## src/rtl/ram_fifo.sv

```systemverilog
// Single-clock FIFO over a simple dual-port register array with wrap-around pointers,
// registered occupancy/status flags, a registered read port and sticky protocol-error flags.
module ram_fifo #(
    parameter int DATA     = 16,
    parameter int DEPTH    = 16,
    parameter int AF_LEVEL = DEPTH - 2,
    parameter int AE_LEVEL = 2
) (
    input  logic                       clk,
    input  logic                       reset_n,
    input  logic                       wr_en,
    input  logic [DATA-1:0]            wr_data,
    input  logic                       rd_en,
    input  logic                       clr_err,
    output logic [DATA-1:0]            rd_data,
    output logic                       rd_valid,
    output logic                       full,
    output logic                       empty,
    output logic                       almost_full,
    output logic                       almost_empty,
    output logic [$clog2(DEPTH):0]     count,
    output logic                       overflow,
    output logic                       underflow
);

    localparam int AW = $clog2(DEPTH);
    localparam int CW = AW + 1;
    localparam logic [CW-1:0] AF_THR    = CW'(AF_LEVEL);
    localparam logic [CW-1:0] AE_THR    = CW'(AE_LEVEL);
    localparam logic [CW-1:0] DEPTH_CNT = CW'(DEPTH);

    logic [DATA-1:0] mem [DEPTH];
    logic [AW-1:0]   wr_ptr;
    logic [AW-1:0]   rd_ptr;
    logic            wr_acc;
    logic            rd_acc;
    logic [CW-1:0]   count_next;

    // Acceptance uses the registered flags only; no same-cycle bypass.
    assign wr_acc     = wr_en && !full;
    assign rd_acc     = rd_en && !empty;
    assign count_next = count + {{AW{1'b0}}, wr_acc} - {{AW{1'b0}}, rd_acc};

    always_ff @(posedge clk) begin
        if (wr_acc) begin
            mem[wr_ptr] <= wr_data;
        end
    end

    always_ff @(posedge clk) begin
        if (!reset_n) begin
            wr_ptr       <= '0;
            rd_ptr       <= '0;
            count        <= '0;
            full         <= 1'b0;
            empty        <= 1'b1;
            almost_full  <= (AF_THR == '0);
            almost_empty <= 1'b1;
            rd_data      <= '0;
            rd_valid     <= 1'b0;
            overflow     <= 1'b0;
            underflow    <= 1'b0;
        end else begin
            if (wr_acc) begin
                wr_ptr <= wr_ptr + 1'b1;
            end
            if (rd_acc) begin
                rd_ptr  <= rd_ptr + 1'b1;
                rd_data <= mem[rd_ptr];
            end
            rd_valid <= rd_acc;

            // Flags follow the next count so they agree with count every cycle.
            count        <= count_next;
            full         <= (count_next == DEPTH_CNT);
            empty        <= (count_next == '0);
            almost_full  <= (count_next >= AF_THR);
            almost_empty <= (count_next <= AE_THR);

            // A new error beats a coincident clear.
            if (wr_en && full) begin
                overflow <= 1'b1;
            end else if (clr_err) begin
                overflow <= 1'b0;
            end
            if (rd_en && empty) begin
                underflow <= 1'b1;
            end else if (clr_err) begin
                underflow <= 1'b0;
            end
        end
    end

endmodule

```

## config.mk

```make
export PLATFORM = sky130hd
export DESIGN_NAME = ram_fifo
export DESIGN_NICKNAME = d
export VERILOG_FILES = /design/src/rtl/ram_fifo.sv
export SDC_FILE = /design/constraint.sdc
export NUM_CORES = 1
export LEC_CHECK = 0
export CORE_MARGIN = 5
export CORE_UTILIZATION = 60
export DETAILED_ROUTE_END_ITERATION = 8
export PLACE_DENSITY = 0.79
export SYNTH_ARGS = -nofsm -noshare
export SYNTH_HDL_FRONTEND = slang
export SYNTH_SLANG_ARGS = --single-unit
```

## constraint.sdc

```tcl
create_clock -name clk -period 3 [get_ports clk]
set_clock_uncertainty 0.05 [all_clocks]
set_input_delay 0.3 -clock clk [delete_from_list [all_inputs] [get_ports clk]]
set_output_delay 0.3 -clock clk [all_outputs]
set_load 0.01 [all_outputs]
```

After elaboration in Yosys (flattened, before gate mapping). Memory sizes are Yosys's and may differ from the RTL's. A register that Yosys moved wholly into a read port is not among the register bits. Index checks and enable logic that the tools add are counted.

Memories kept: 1. Output and inout bits: 28. Logic and storage cells: 33. Input port bits: 21. Register bits after elaboration: 20. RAM bits: 256.

Memory list: mem (words 16, width 16, rd ports 1, clocked after Yosys merged registers in 1, wr ports 1, line 32) `logic [DATA-1:0] mem [DEPTH];`.

Equal/unequal tests: 1. $add $sub $neg: 4. Magnitude comparators: 2. Reduce and logical (&&, ||, !) cells: 10. Mux-type cells: 5.

Operators with widths (count): adder 4 x 1 -> 4 bit, second input constant (2); adder 5 x 1 -> 5 bit (1); equality test 5 bit, second input constant (1); greater-or-equal comparator 5 x 4 -> 1 bit, second input constant (1); less-or-equal comparator 5 x 2 -> 1 bit, second input constant (1); zero test 5 bit (1); two-way mux 1 bit (5); subtractor 5 x 1 -> 5 bit (1); logical AND 1 bit (4); nonzero test 2 bit (2); zero test 1 bit (3).

Logic depth before layout (Yosys ltp). Gate-level depths: netlist (run 1).

Depth in word-level cells: 5. Gate-level depth with buffers: 11.

Worst setup path before layout (run 1). Ideal clock, no wire load.

Path type: flip-flop to flip-flop. From: register full. To: register full. Library setup time: 91 ps. Data arrival time: 2467 ps. Path slack: 392 ps. Period minus slack after synthesis: 2608 ps. Cell stages (with the launch flop): 12. Cell sequence: dfxtp_1 > nor2b_1 > clkbuf_1 > inv_1 > ha_1 > inv_1 > ha_1 > fa_1 > a21o_1 > a21oi_1 > xnor2_1 > nor4bb_1.

Longest elaborated chain between the ends: 5.

RTL lines: start: declaration (line 17) `output logic full,`; start signal: assignment (line 75) `full <= (count_next == DEPTH_CNT);`; zero test 1 bit (line 40) `assign wr_acc = wr_en && !full;`; logical AND 1 bit (line 40); adder 5 x 1 -> 5 bit (line 42) `assign count_next = count + {{AW{1'b0}}, wr_acc} - {{AW{1'b0}}, rd_acc};`; subtractor 5 x 1 -> 5 bit (line 42); equality test 5 bit (line 75).

Every way passes these cells. A chain may end at the register's enable or synchronous reset.

Worst setup path after layout (run 1). Ends and elaborated chain as after synthesis.

==> results.toml, run 1 <==
[run_status]
status = "complete, no violations"

[setup_path]
crit_path_start_kind = "register"
critPathMaxFanout = 5
worstPathRequired_ps = 3390
cp_slowest_stage_delay_ps = 450
worstSetupPathType = "reg2reg"
cp_slowest_cell = "fa_1"
arrival_ps = 2940
critPathTopFamily = "adder cells"
crit_buf_inv = 2
cp_cell_sequence = "nor2b_1 -> inv_1 -> ha_1 -> inv_1 -> ha_1 -> fa_1 -> a21o_1 -> a21oi_1 -> xnor2_1 -> nor4bb_1"
crit_path_end_kind = "register"

[run]
drv_cap = 0

[grt]
grt_overflow_total = 0
grt_antenna_before_repair = 0
grt_pass1_vias = 5950
grt_usage_pct = 21.8
grt_pass1_wl_mm = 35.9
grt_max_degree = 84

[worst_hold_path]
hold_class = "in2reg"

[logic_synthesis]
async_flop_share_pct = 0
syn_area_sq_mm = 0.0113
synth-compound-area-share_pct = 4.05
netlist_top_cells_count = "256 x edfxtp_1, 36 x dfxtp_1, 35 x mux2i_1"
synth_xor_area_share_pct = 0.772
yosys.area.top_type_share_pct = 67.8
yosys_most_used_dff = "edfxtp_1"
synth-seq-cells = 292
postSynthNetCount = 617
ys_warn_count = 0
yosys.area.top_type = "edfxtp_1"
syn_inst = 585
synth_top_family_by_area = "multiplexers"
synth-edff-count = 256
synth_mux_area_share_pct = 14.8
synth_cell_type_count = 36
synth-simple-area-share_pct = 3.10
syn_avg_cell_area_sq_um = 19.4
synth.area.top_cells = "edfxtp_1 68%, dfxtp_1 6.4%, mux4_1 5.3%"
synthAdderAreaFrac_pct = 1.28
synth_most_common_cell = "edfxtp_1"
synth-seq-area-share_pct = 74.1

[detailed_routing]
vias_per_cell = 6.28
wl_met2_mm = 11.6
post-route-drc-count = 0
drtIter0Drc = 520
wl_met1_mm = 9.21
drtPass1Iterations = 5
drtAntennaViolNets = 0
vias = 5744
avgRoutedWirePerCell_microns = 25.4
met3_length_mm = 1.92
wl_mm = 23.2
routed.top_layer = "met4"

[finish]
nNetsFinal = 690
area_delta_synth_final_pct = 16.1
fin_cells = 914
fill_cells = 1138
drive_gt1_share_pct = 19.0
multi_input_area_sq_mm = 0.00276
fin_util_pct = 70.6
regArea_sq_mm = 0.00841
stdcell_area_sq_mm = 0.0132
num_antenna_cells = 0

[pwr]
pwr-share-seq_pct = 48.7
combPwrFrac_pct = 15.1
p_total_mw = 9.79
power_switching_mw = 2.29
vdd_drop_max_mv = 0.660
p_leak_nw = 4.29
clkPwrFrac_pct = 36.2
p_per_area_mw_per_mm2 = 743
switching_share_pct = 23.4
internal_power_mw = 7.49

[floorplanning]
core_area_sq_mm = 0.0186
initial_core_util_pct = 60.8
die_h_microns = 147
rows = 50
dieArea_sq_mm = 0.0218
die_w_microns = 147
ios = 49

[sta]
fin_setup_tns_ps = 0
rsz0062_at_grt = "no"
worst_pin_slew_ps = 672
max_freq_mhz = 394
fin_crit_ps = 2540
fin_crit_sh_pct = 84.7
max_slew_margin_pct = 55.1
holdWs_ps = 384
setup-violations-final = 0
slew_viol_final = 0
setup_slack_ps = 459
finalHoldViolCount = 0

[clock_network]
cts.reportedPaths.clkPinSlew_ps = 60
clock_sinks = 292
cts_buffer_depth = 3
hold_buffers = 0
htree_levels = 1
postCtsSetupBuffers = 0
cts_buffers = 28
cts_tree = "yes"
clkLatencyLatePin_ps = 540
root_buffer = "clkbuf_16"
post_cts_resized = 0

[placement]
numPortBuffers = 48
dp_hpwl_mm = 13.5
dp_cells = 862
placed_area_sq_mm = 0.0122
routabilityCongestion = 0.835
pre_cts_slack_ps = -14.8
-- worst reg2reg max path: cells and delay by family, from the launching register on --
kind	cells	cell delay, ps
buffers and inverters	2	100
xor gates and xnor gates	1	230
and+or+nand+nor	2	470
DFF	1	330
AOI/OAI and AO/OA	2	340
adders and majority gates	3	930
-- power groups by stage --
| stage | clock (mW) | combinational, mW | sequential [mW] |
|---|---|---|---|
| global route | 3.78 | 1.59 | 4.79 |
| global placement | 0 | 1.42 | 4.84 |
| floorplan | 0 | 0.870 | 4.86 |
| CTS | 3.59 | 1.49 | 4.77 |
| finish | 3.54 | 1.48 | 4.77 |
| detailed placement | 0 | 1.47 | 4.85 |
-- cells by family (layout without fill, tap and decap cells) --
logic type,after synthesis,after routing
adders and majority gates,11,11
buffers and inverters,44,139
DFF,292,292
muxes,98,98
and+or+nand+nor,71,71
AOI/OAI and AO/OA,59,59
xor gates and xnor gates,10,10
-- cell type report --
class | instances | area share [%]
Tap cell | 234 | 2.22
Timing Repair Buffer | 78 | 5.55
Clock buffer | 43 | 6.21
Clock inverter | 9 | 0.903
Sequential cell | 292 | 63.9
Inverter | 9 | 0.257
Multi-Input combinational cell | 249 | 21.0
-- registers in the layout, indices dropped and copies added (netlist names) --
signal	cells
almost_empty	1
almost_full	1
count	5
empty	1
full	1
mem	256
overflow	1
rd_data	16
rd_ptr	4
rd_valid	1
underflow	1
wr_ptr	4
-- per-layer routing --
layer	global-route usage, %	up-vias
li1	-	2510
met4	5.17	0
met2	37.0	266
met1	29.7	2925
met3	4.20	43
met5	0	-
-- cells in the final DEF (no fill, tap or decap), drive strengths merged, types with 2 or more instances in the layout --
cell / synthesis / routed
a21o: 3 / 3
a21oi: 3 / 3
a22oi: 34 / 34
and2: 13 / 13
buf: 20 / 30
bufinv: 0 / 3
clkbuf: 15 / 43
clkdlybuf4s50: 0 / 48
clkinv: 0 / 6
dfxtp: 36 / 36
edfxtp: 256 / 256
ha: 10 / 10
inv: 9 / 9
mux2: 16 / 16
mux2i: 35 / 35
mux4: 47 / 47
nand2: 23 / 23
nand2b: 2 / 2
nor2: 14 / 14
nor2b: 9 / 9
nor3: 4 / 4
o211ai: 15 / 15
o31ai: 2 / 2
xnor2: 8 / 8
xor2: 2 / 2
-- worst paths after layout --
kind	from	endpoint	slack (ps)	depth (start not counted)
max reg2reg	full$_SDFF_PN0_	full$_SDFF_PN0_	460	10
min reg2reg	rd_data[2]$_SDFFE_PN0P_	rd_data[2]$_SDFFE_PN0P_	450	2
min	clr_err	underflow$_SDFFE_PN0P_	380	4
max	full$_SDFF_PN0_	full$_SDFF_PN0_	460	10
No activity file was read; power rests on OpenSTA's default activity.
==> run 2, diff against run 1 <==
==> constraint.sdc (replaced) <==
create_clock -name clk -period 2.5 [get_ports clk]
set_clock_uncertainty 0.05 [all_clocks]
set_input_delay 0.25 -clock clk [delete_from_list [all_inputs] [get_ports clk]]
set_output_delay 0.25 -clock clk [all_outputs]
set_load 0.01 [all_outputs]
==> run 2 against run 1 <==
Global-route usage hardly changed. Register-to-register slack worse by 330 ps. Critical endpoint unchanged. First-iteration DRC count is 9.2% higher. Design area is 1.2% higher. Critical path depth is 1 lower.
==> results.toml, run 2 (synthesis gave the netlist of run 1 again) <==
[detailed_routing]
wl_mm = 23.1
drtIter0Drc = 568
drtAntennaViolNets = 0
avgRoutedWirePerCell_microns = 24.9
post-route-drc-count = 0
vias_per_cell = 6.25
vias = 5797
drtPass1Iterations = 5

[setup_path]
r2r_end = "full$_SDFF_PN0_"
arrival_ps = 2760
crit_path_end_kind = "register"
reg2regPathDepth = 9
critPathMaxFanout = 3
reg2reg_slack_ps = 130
worstSetupPathType = "reg2reg"
crit_path_start_kind = "register"
r2r_start = "full$_SDFF_PN0_"
worstPathRequired_ps = 2890

[pwr]
vdd_drop_max_mv = 1.02
combPwrFrac_pct = 16.4
power_switching_mw = 2.83
pwr-share-seq_pct = 48.3
internal_power_mw = 9.07
switching_share_pct = 23.8
p_leak_nw = 4.37
p_per_area_mw_per_mm2 = 894
clkPwrFrac_pct = 35.4
p_total_mw = 11.9

[finish]
fill_cells = 1113
fin_util_pct = 71.5
largest_reg_flops = 256
top_register = "mem"
final_common_cell = "edfxtp_1"
fin_cells = 928
area_delta_synth_final_pct = 17.4
num_antenna_cells = 0
final_cell_mix = "256 x edfxtp_1, 48 x clkdlybuf4s50_1, 40 x buf_4"
stdcell_area_sq_mm = 0.0133
drive_gt1_share_pct = 21.2
largestRegisters = "mem x256, rd_data x16, count x5"
nNetsFinal = 704

[worst_hold_path]
worstHoldPathCells = 4
whs_endpoint = "underflow$_SDFFE_PN0P_"
min_from = "clr_err"
hold_class = "in2reg"

[grt]
grt_pass1_vias = 6233
grt_antenna_before_repair = 0
grt_usage_pct = 21.8
grt_overflow_total = 0
grt_pass1_wl_mm = 35.9
grt_max_degree = 26

[floorplanning]
ios = 49
core_area_sq_mm = 0.0186
die_w_microns = 147
initial_core_util_pct = 60.8
rows = 50
die_h_microns = 147
dieArea_sq_mm = 0.0218

[clock_network]
cts_buffers = 28
htree_levels = 1
hold_buffers = 0
cts.reportedPaths.clkPinSlew_ps = 60
root_buffer = "clkbuf_16"
cts_tree = "yes"
clkLatencyLatePin_ps = 530
cts_buffer_depth = 3
clock_sinks = 292

[sta]
fin_crit_sh_pct = 94.9
finalHoldViolCount = 0
worst_pin_slew_ps = 651
fin_crit_ps = 2370
setup-violations-final = 0
max_freq_mhz = 421
slew_viol_final = 0
max_slew_margin_pct = 56.5

[placement]
dp_hpwl_mm = 14.1
numPortBuffers = 48
placed_area_sq_mm = 0.0123
routabilityCongestion = 0.801
dp_cells = 876

[run_status]
status = "complete, no violations"

[run]
drv_cap = 0
run 2: cell count changes in the layout (fill, tap and decap cells not counted), moves of 2 or more:
| cell | change |
|---|---|
| buf_4 | +12 |
| o31ai_2 | +2 |
| clkbuf_1 | -4 |
| o31ai_1 | -2 |
| clkbuf_8 | +2 |
| nor2_2 | -7 |
| clkinvlp_4 | +2 |
| nor2_1 | +7 |
| buf_12 | +2 |
run 2: stage by stage:
step / hold slack (ps) / setup TNS, ps / worst slack [ps]
after floorplan: 299 / 0 / 16.3
after CTS: 334 / 0 / 26.8
after detailed placement: 435 / -1970 / -461
after global routing: 389 / -12.9 / -7.32
after global placement: 427 / -1340 / -348
final: 346 / 0 / 127
run 2: area by class of cell:
| type | instances | area [sq um] | share of cell area [%] |
|---|---|---|---|
| Inverter | 9 | 33.8 | 0.254 |
| Multi-Input combinational cell | 249 | 2780 | 20.9 |
| Sequential cell | 292 | 8410 | 63.2 |
| Timing Repair Buffer | 92 | 861 | 6.46 |
| Clock buffer | 41 | 831 | 6.24 |
| Clock inverter | 11 | 111 | 0.836 |
| Tap cell | 234 | 293 | 2.20 |
run 2: power groups by stage:
stage,Clock [mW],Sequential [mW],Combinational (mW)
2_1_floorplan,0,5.83,1.05
3_5_place_dp,0,5.84,1.82
6_report,4.21,5.75,1.95
3_3_place_gp,0,5.83,1.74
4_1_cts,4.27,5.75,1.84
5_1_grt,4.50,5.77,2.09
run 2: timing repair:
item                       4_1_cts  5_1_grt
gates resized for setup          2        6
setup endpoints to repair        2        3
gates cloned                     0        0
buffers inserted                 0        0
pin swaps                        1        3
run 2: worst max-delay path by stage:
| stage | to | cells past startpoint | slack (ps) | from |
|---|---|---|---|---|
| 2_1_floorplan | full$_SDFF_PN0_ | 11 | 20 | full$_SDFF_PN0_ |
| 3_3_place_gp | full$_SDFF_PN0_ | 11 | -350 | wr_en |
| 3_5_place_dp | almost_empty$_SDFF_PN1_ | 12 | -460 | wr_en |
| 4_1_cts | almost_empty$_SDFF_PN1_ | 11 | 30 | full$_SDFF_PN0_ |
| 5_1_grt | full$_SDFF_PN0_ | 8 | -7 | full$_SDFF_PN0_ |
| 6_report | full$_SDFF_PN0_ | 9 | 130 | full$_SDFF_PN0_ |
run 2: worst max-delay path, cell delays in order, from the launching register on:
cell and delay, ps:
dfxtp_1 340, nor2b_2 140, inv_1 50, ha_1 270, inv_1 40, ha_1 200
fa_2 360, xor2_1 200, or3_4 360, nor4bb_2 270
run 2: routing by layer:
layer	wire length [microns]	global-route usage (%)
met5	0	0
met4	684	6.90
met3	1560	3.53
met2	11600	36.5
met1	9300	29.9
==> run 3, diff against run 2 <==
--- a/config.mk
+++ b/config.mk
@@ -5,6 +5,7 @@
 export SDC_FILE = /design/constraint.sdc
 export NUM_CORES = 1
 export LEC_CHECK = 0
+export CORE_ASPECT_RATIO = 0.7
 export CORE_MARGIN = 5
 export CORE_UTILIZATION = 60
 export DETAILED_ROUTE_END_ITERATION = 8
==> run 3 against run 2 <==
Die area up 0.21%. Maximum frequency down 2.3%. Cell count up 1.1%. Largest power group unchanged. Highest routed layer unchanged.
==> results.toml, run 3 (synthesis gave the netlist of run 1 again) <==
[setup_path]
r2r_end = "full$_SDFF_PN0_"
crit_path_start_kind = "register"
worstPathRequired_ps = 2890
crit_path_end_kind = "register"
cp-endpoint = "full$_SDFF_PN0_"
critPathMaxFanout = 3
worstSetupPathType = "reg2reg"
arrival_ps = 2820
reg2reg_slack_ps = 70
startpoint = "full$_SDFF_PN0_"
r2r_start = "full$_SDFF_PN0_"
reg2regPathDepth = 9

[clock_network]
root_buffer = "clkbuf_16"
cts_buffers = 27
clkLatencyLatePin_ps = 530
cts_tree = "yes"
htree_levels = 1
cts.reportedPaths.clkPinSlew_ps = 60
cts_buffer_depth = 3
clock_sinks = 292
postCtsSetupBuffers = 0

[placement]
routabilityCongestion = 0.781
placed_area_sq_mm = 0.0124
numPortBuffers = 48
dp_hpwl_mm = 14.4

[finish]
nNetsFinal = 708
stdcell_area_sq_mm = 0.0133
fin_util_pct = 71.1
num_antenna_cells = 0
top_register = "mem"
drive_gt1_share_pct = 20.4
area_delta_synth_final_pct = 17.5
fill_cells = 1077
largestRegisters = "mem x256, rd_data x16, count x5"
final_cell_mix = "256 x edfxtp_1, 48 x clkdlybuf4s50_1, 45 x buf_4"
largest_reg_flops = 256
final_common_cell = "edfxtp_1"

[floorplanning]
die_h_microns = 125
initial_core_util_pct = 60.5
die_w_microns = 174
dieArea_sq_mm = 0.0218
rows = 42
ios = 49
core_area_sq_mm = 0.0188

[detailed_routing]
drtPass1Iterations = 5
wl_mm = 24.1
drtAntennaViolNets = 0
vias = 5837
wl_met1_mm = 10.0
met3_length_mm = 1.66
wl_met2_mm = 11.9
vias_per_cell = 6.22
post-route-drc-count = 0
routed.top_layer = "met4"
avgRoutedWirePerCell_microns = 25.7
drtIter0Drc = 544

[sta]
worst_pin_slew_ps = 593
setup-violations-final = 0
finalHoldViolCount = 0
fin_crit_sh_pct = 97.2
slew_viol_final = 0
max_freq_mhz = 412
fin_crit_ps = 2430
max_slew_margin_pct = 60.3

[grt]
grt_overflow_total = 0
grt_pass1_vias = 5917
grt_usage_pct = 22.1
grt_antenna_before_repair = 0
grt_max_degree = 46
grt_pass1_wl_mm = 36.4

[pwr]
vdd_drop_max_mv = 0.650
p_leak_nw = 4.39
p_total_mw = 11.9
p_per_area_mw_per_mm2 = 894

[worst_hold_path]
hold_class = "in2reg"

[run]
drv_cap = 0

[run_status]
status = "complete, no violations"
## run 3: cell count changes in the layout (fill, tap and decap cells not counted), moves of 2 or more
cell and delta:
clkbuf_8 -6, buf_4 +5, bufinv_16 +4, clkbuf_16 -2
clkinvlp_4 -2, o31ai_1 +2, o31ai_2 -2
## run 3: worst max-delay path, stage by stage (launching register included)
cell      delay, ps
dfxtp_1         340
nor2b_2         150
inv_1            60
ha_1            280
inv_1            50
ha_1            210
fa_2            380
xor2_1          180
or3_1           360
nor4bb_1        280
## run 3: metrics by stage
step,setup WS (ps),hold WS (ps),TNS (ps),instances
floorplan,16.3,299,0,585
global placement,-372,414,-1500,889
detailed placement,-419,412,-1800,889
CTS,12.2,325,0,938
global route,-49.7,370,-97.8,938
finish,69.9,348,0,938
## run 3: repair_timing
item | 4_1_cts | 5_1_grt
hold buffers | 0 | 0
endpoints found under the setup margin | 0 | 3
endpoints found under the hold margin | 0 | 0
gates resized for setup | 0 | 4
## run 3: how the worst min path moves through the flow
stage                                    to  slack, ps               startpoint  cells past startpoint
floorplan               mem[0][0]$_DFFE_PP_        300               wr_data[0]                      0
global placement    rd_data[7]$_SDFFE_PN0P_        410  rd_data[7]$_SDFFE_PN0P_                      2
detailed placement  rd_data[7]$_SDFFE_PN0P_        410  rd_data[7]$_SDFFE_PN0P_                      2
CTS                  rd_ptr[3]$_SDFFE_PN0P_        320                  reset_n                      2
global route          overflow$_SDFFE_PN0P_        370                  clr_err                      4
finish               rd_ptr[3]$_SDFFE_PN0P_        350                  reset_n                      2
## run 3: metal layers
| layer | global-route usage, % | vias to the layer above |
|---|---|---|
| met5 | 0 | - |
| met4 | 5.96 | 0 |
| met3 | 4.62 | 42 |
| met2 | 35.8 | 223 |
| met1 | 31.2 | 3031 |
| li1 | - | 2541 |
## run 3: cell type report
cell class	instances	area (sq um)	share of cell area, %
clock buffers	34	702	5.26
clock inverters	15	229	1.72
inverters	9	33.8	0.253
multi-input cells	249	2760	20.7
flip-flops and latches	292	8410	63.1
well taps	242	303	2.27
repair buffers	97	898	6.74
## run 3: where the power goes
group          switching (mW)  leakage [nW]  total [mW]  internal [mW]
logic                   0.932          1.33        1.89          0.961
registers               0.144          2.61        5.73           5.58
clock network            1.70         0.455        4.31           2.61
